==> config.mk <==
export PLATFORM = sky130hd
export DESIGN_NAME = xsleena_sdr_gfx_arbiter
export DESIGN_NICKNAME = d
export VERILOG_FILES = /design/src/rtl/xsleena_sdr_gfx_arbiter.sv
export SDC_FILE = /design/constraint.sdc
export NUM_CORES = 1
export LEC_CHECK = 0
export CORE_UTILIZATION = 39
export CTS_CLUSTER_DIAMETER = 40
export CTS_CLUSTER_SIZE = 14
export DETAILED_ROUTE_END_ITERATION = 10
export PLACE_DENSITY_LB_ADDON = 0.25
export SKIP_CTS_REPAIR_TIMING = 1
export SLEW_MARGIN = 20
export SYNTH_ARGS = -nofsm -noshare
export SYNTH_HDL_FRONTEND = slang
export SYNTH_SLANG_ARGS = --single-unit
==> constraint.sdc <==
create_clock -name CLK -period 2 [get_ports CLK]
set_input_delay 0.4 -clock CLK [delete_from_list [all_inputs] [get_ports CLK]]
set_output_delay 0.4 -clock CLK [all_outputs]
set_load 0.01 [all_outputs]
==> src/rtl/xsleena_sdr_gfx_arbiter.sv <==
// Round-robin arbiter sharing one read-only SDRAM client port between the
// OBJ, BACK1 and BACK2 graphics-ROM fetchers, with a watchdog on hung reads.
module xsleena_sdr_gfx_arbiter #(
    parameter int AW      = 25,
    parameter int DW      = 16,
    parameter int TIMEOUT = 1023
) (
    input  logic          CLK,
    input  logic          RSTn,
    input  logic [AW-1:0] obj_addr,
    input  logic          obj_req,
    output logic          obj_rdy,
    output logic [DW-1:0] obj_dout,
    input  logic [AW-1:0] bg1_addr,
    input  logic          bg1_req,
    output logic          bg1_rdy,
    output logic [DW-1:0] bg1_dout,
    input  logic [AW-1:0] bg2_addr,
    input  logic          bg2_req,
    output logic          bg2_rdy,
    output logic [DW-1:0] bg2_dout,
    output logic [AW-1:0] mem_addr,
    output logic          mem_req,
    input  logic          mem_rdy,
    input  logic [DW-1:0] mem_dout,
    output logic          busy,
    output logic          timeout_err
);

    localparam int CW = 10;
    localparam logic [CW-1:0] TO_LAST = (TIMEOUT > 0) ? CW'(TIMEOUT - 1) : '0;
    localparam logic [1:0] OWN_OBJ = 2'd0;
    localparam logic [1:0] OWN_BG1 = 2'd1;
    localparam logic [1:0] OWN_BG2 = 2'd2;

    typedef enum logic [1:0] {
        ST_IDLE,
        ST_ISSUE,
        ST_WAIT,
        ST_DONE
    } state_t;

    state_t          state_reg, state_next;
    logic [1:0]      owner_reg;
    logic [1:0]      last_reg;
    logic [AW-1:0]   mem_addr_reg;
    logic            mem_req_reg;
    logic [CW-1:0]   cnt_reg;
    logic            timeout_err_reg;
    logic [DW-1:0]   dout_reg [3];
    logic [2:0]      rdy_vec;

    logic [2:0]      req_vec;
    logic [AW-1:0]   addr_arr [3];
    logic [1:0]      pick_idx;
    logic            grant_en;
    logic            capture_en;
    logic            abort_en;

    assign req_vec     = {bg2_req, bg1_req, obj_req};
    assign addr_arr[0] = obj_addr;
    assign addr_arr[1] = bg1_addr;
    assign addr_arr[2] = bg2_addr;

    // First requester after the last-served one, cyclic OBJ -> BG1 -> BG2.
    always_comb begin
        pick_idx = last_reg;
        unique case (last_reg)
            OWN_OBJ: pick_idx = req_vec[1] ? OWN_BG1 : (req_vec[2] ? OWN_BG2 : OWN_OBJ);
            OWN_BG1: pick_idx = req_vec[2] ? OWN_BG2 : (req_vec[0] ? OWN_OBJ : OWN_BG1);
            default: pick_idx = req_vec[0] ? OWN_OBJ : (req_vec[1] ? OWN_BG1 : OWN_BG2);
        endcase
    end

    always_comb begin
        state_next = state_reg;
        grant_en   = 1'b0;
        capture_en = 1'b0;
        abort_en   = 1'b0;
        unique case (state_reg)
            ST_IDLE: begin
                if (|req_vec) begin
                    grant_en   = 1'b1;
                    state_next = ST_ISSUE;
                end
            end
            ST_ISSUE: state_next = ST_WAIT;
            ST_WAIT: begin
                if (mem_rdy) begin
                    capture_en = 1'b1;
                    state_next = ST_DONE;
                end else if ((TIMEOUT != 0) && (cnt_reg == TO_LAST)) begin
                    abort_en   = 1'b1;
                    state_next = ST_DONE;
                end
            end
            default: state_next = ST_IDLE;
        endcase
    end

    always_ff @(posedge CLK or negedge RSTn) begin
        if (!RSTn) begin
            state_reg <= ST_IDLE;
        end else begin
            state_reg <= state_next;
        end
    end

    always_ff @(posedge CLK or negedge RSTn) begin
        if (!RSTn) begin
            owner_reg       <= OWN_OBJ;
            last_reg        <= OWN_BG2;
            mem_addr_reg    <= '0;
            mem_req_reg     <= 1'b0;
            cnt_reg         <= '0;
            timeout_err_reg <= 1'b0;
        end else begin
            if (grant_en) begin
                mem_addr_reg <= addr_arr[pick_idx];
                owner_reg    <= pick_idx;
                last_reg     <= pick_idx;
            end
            if (state_reg == ST_ISSUE) begin
                mem_req_reg <= 1'b1;
            end else if (capture_en || abort_en) begin
                mem_req_reg <= 1'b0;
            end
            if (state_reg == ST_WAIT) begin
                cnt_reg <= cnt_reg + 1'b1;
            end else if (state_reg == ST_DONE) begin
                cnt_reg <= '0;
            end
            if (abort_en) begin
                timeout_err_reg <= 1'b1;
            end
        end
    end

    // Per-client return word and ready strobe; aborted reads return all ones.
    for (genvar gi = 0; gi < 3; gi++) begin : g_client
        always_ff @(posedge CLK or negedge RSTn) begin
            if (!RSTn) begin
                dout_reg[gi] <= '0;
            end else if (owner_reg == 2'(gi)) begin
                if (capture_en) begin
                    dout_reg[gi] <= mem_dout;
                end else if (abort_en) begin
                    dout_reg[gi] <= '1;
                end
            end
        end
        assign rdy_vec[gi] = (state_reg == ST_DONE) && (owner_reg == 2'(gi));
    end

    assign obj_rdy     = rdy_vec[0];
    assign bg1_rdy     = rdy_vec[1];
    assign bg2_rdy     = rdy_vec[2];
    assign obj_dout    = dout_reg[0];
    assign bg1_dout    = dout_reg[1];
    assign bg2_dout    = dout_reg[2];
    assign mem_addr    = mem_addr_reg;
    assign mem_req     = mem_req_reg;
    assign busy        = (state_reg != ST_IDLE);
    assign timeout_err = timeout_err_reg;

endmodule

==> impl_metrics.yaml <==
detailed_routing:
  via_per_inst: 5.40
  wirelength_um: 12300
  drtAntennaViolNets: 0
  drt_iter0_drc: 131
  route.detailed.drc: 0
  vias: 3826
  drtPass1Iterations: 4
  routedWlPerCell_um: 17.4
placement:
  port-buffer-count: 175
  hpwl_um: 8850
  placed_area_um2: 6340
  post-place-ws_ns: -0.188
  dp_cells: 687
  gp_congestion: 0.803
clock_network:
  clkTransAtPathRegs_ns: 0.10
  cts_buffers: 9
  cts_max_path_buffers: 2
  cts_tree: "yes"
  cts_root_buf: "clkbuf_8"
  insertion_delay_ns: 0.37
  htreeDepth: 3
  cts_sinks: 90
worst_setup_path:
  path_class: "reg -> reg"
  worst-path-max-fanout: 16
  critPathSlowestCell: "or4_1"
  cp_top_family: "simple AND/OR/NAND/NOR gates"
  cp_cell_sequence: "inv_1, ha_1, inv_2, or4_1, buf_4, o22a_2"
  critPathLaunchType: "flip-flop"
  slowest_delay_ns: 0.51
  path_buf_inv: 3
  crit_path_end_kind: "flip-flop"
  crit_required_ns: 2.25
  worstPathArrival_ns: 2.14
layout:
  antenna_cells: 0
  final_cells: 708
  area_growth_pct: 55.1
  final_area_um2: 6650
  largest_register_ffs: 25
  postLayoutCoreUtil: 0.633
  n_fill_cell: 850
  drive_above_1_share: 0.185
  layout.nets: 670
sta:
  hold-worst-slack_ns: -0.0167
  fin_crit_sh: 0.942
  finalCriticalPeriod_ns: 1.88
  rsz0062_at_grt: "no"
  setup_viol: 0
  finalMaxSlewViolations: 0
  hold_viol: 31
  clock_skew_ns: 0.0108
  fin_ws_ns: 0.117
  max_slew.worst_pin.slew_ns: 0.471
  slew_headroom: 0.686
  fmax_mhz: 531
  finalSetupTns_ns: 0
yosys:
  ys_seq_elements: 90
  netlist_area_um2: 4290
  yosys_most_used_dff: "dfrtp_1"
  synth.top_cells.by_count: "dfrtp_1 (89), o22a_2 (36), o211ai_1 (28), nand2_1 (23), o21ai_0 (20)"
  synth_area_leader_cell: "dfrtp_1"
  syn_nets: 481
  synth_edf_count: 0
  synth_top_area_share: 0.520
  synth-async-reset-ratio: 1.00
  synth_area_per_cell_um2: 11.3
  yosysWarningCount: 0
  ys_types: 48
  synthCells: 378
  synth.area.top_cells: "dfrtp_1 (52%), o22a_2 (8.4%), o211ai_1 (4.9%)"
  seq_area_frac_synth: 0.526
  synth.most_common_cell: "dfrtp_1"
global_routing:
  grt_pass1_wl_um: 19600
  grt_pass1_vias: 3869
  grt_max_degree: 39
  grt_usage: 0.223
  grt_antenna_before_repair: 0
  grt.overflow.total: 0
status:
  violations: "negative hold slack"
  outcome: "finished with violations"
die:
  die-width_um: 107
  rows: 37
  io_pins: 176
  die_y_um: 107
  start_util: 0.408
  coreArea_um2: 10500
  dieArea_um2: 11400
flow_run:
  maxCapViolCount: 0
pwr:
  power_density_nw_per_um2: 1440
  ir_drop_v: 0.000667
  leakage_uw: 0.00268
hold_path:
  hp-class: "in -> async"
==> kinds of logic after synthesis <==
| logic type | count (synthesis) | synth area share |
|---|---|---|
| buf+inv | 39 | 0.0505 |
| xor+xnor | 1 | 0.00204 |
| simple gates | 89 | 0.113 |
| fa+ha+maj | 6 | 0.0175 |
| mux | 15 | 0.0353 |
| compound gates | 138 | 0.256 |
| flops | 90 | 0.526 |
==> power by group <==
group          total (uW)  internal (uW)  switching (uW)
clock                1220            486             735
sequential           3270           2690             585
combinational        5050           2850            2200
total                9540           6020            3520
==> path summary, 6_finish.rpt <==
| path | from | end | slack, ns | cells after the start |
|---|---|---|---|---|
| setup / recovery | state_reg[0] | obj_dout[0] | 0.12 | 6 |
| hold / removal | RSTn | bg2_dout[1] | -0.02 | 1 |
| setup reg to reg | state_reg[0] | obj_dout[0] | 0.12 | 6 |
| hold reg to reg | timeout_err | timeout_err | 0.48 | 2 |
| max in group asynchronous | RSTn | mem_addr[4] | 1.45 | 2 |
| min in group CLK | timeout_err | timeout_err | 0.48 | 2 |
==> per-layer routing <==
layer / track usage / up-vias / part of all wire
met5: 0 / - / 0
met1: 0.269 / 1843 / 0.42
met3: 0.0596 / 13 / 0.082
met2: 0.380 / 161 / 0.49
met4: 0.0802 / 0 / 0.013
li1: - / 1809 / -
==> layout by cell type, fill, tap and decap left out, drive strengths merged, types with 13 or more instances in the layout <==
master and count:
o21ai 20, clkdlybuf4s50 170, inv 13, nand3 14, dfrtp 89, a31oi 19, buf 35, nor2 19
nand2 23, mux2i 14, o211ai 28, o22a 49
==> cell type report <==
| cell class | count | area (um^2) | share of cell area |
|---|---|---|---|
| sequential | 90 | 2260 | 0.339 |
| timing repair buffer | 209 | 2140 | 0.322 |
| multi-input combinational | 249 | 1860 | 0.280 |
| tap | 136 | 170 | 0.0256 |
| clock buffer | 9 | 124 | 0.0186 |
| clock inverter | 7 | 66.3 | 0.00997 |
| inverter | 8 | 30.0 | 0.00452 |
==> per-stage QoR <==
step / hold WS (ns) / total power (uW)
after floorplan: 0.104 / 5610
after global routing: -0.00177 / 10100
after global placement: 0.390 / 8120
final: -0.0167 / 9540
after detailed placement: 0.393 / 8270
after CTS: -0.00538 / 9500
==> worst register-to-register path: stages, from the launching register on <==
cell     delay [ns]
dfrtp_1        0.45
inv_1          0.11
ha_1           0.19
inv_2          0.07
or4_1          0.51
buf_4          0.21
o22a_2         0.24
Note: power is estimated with default switching activity, not from simulation.
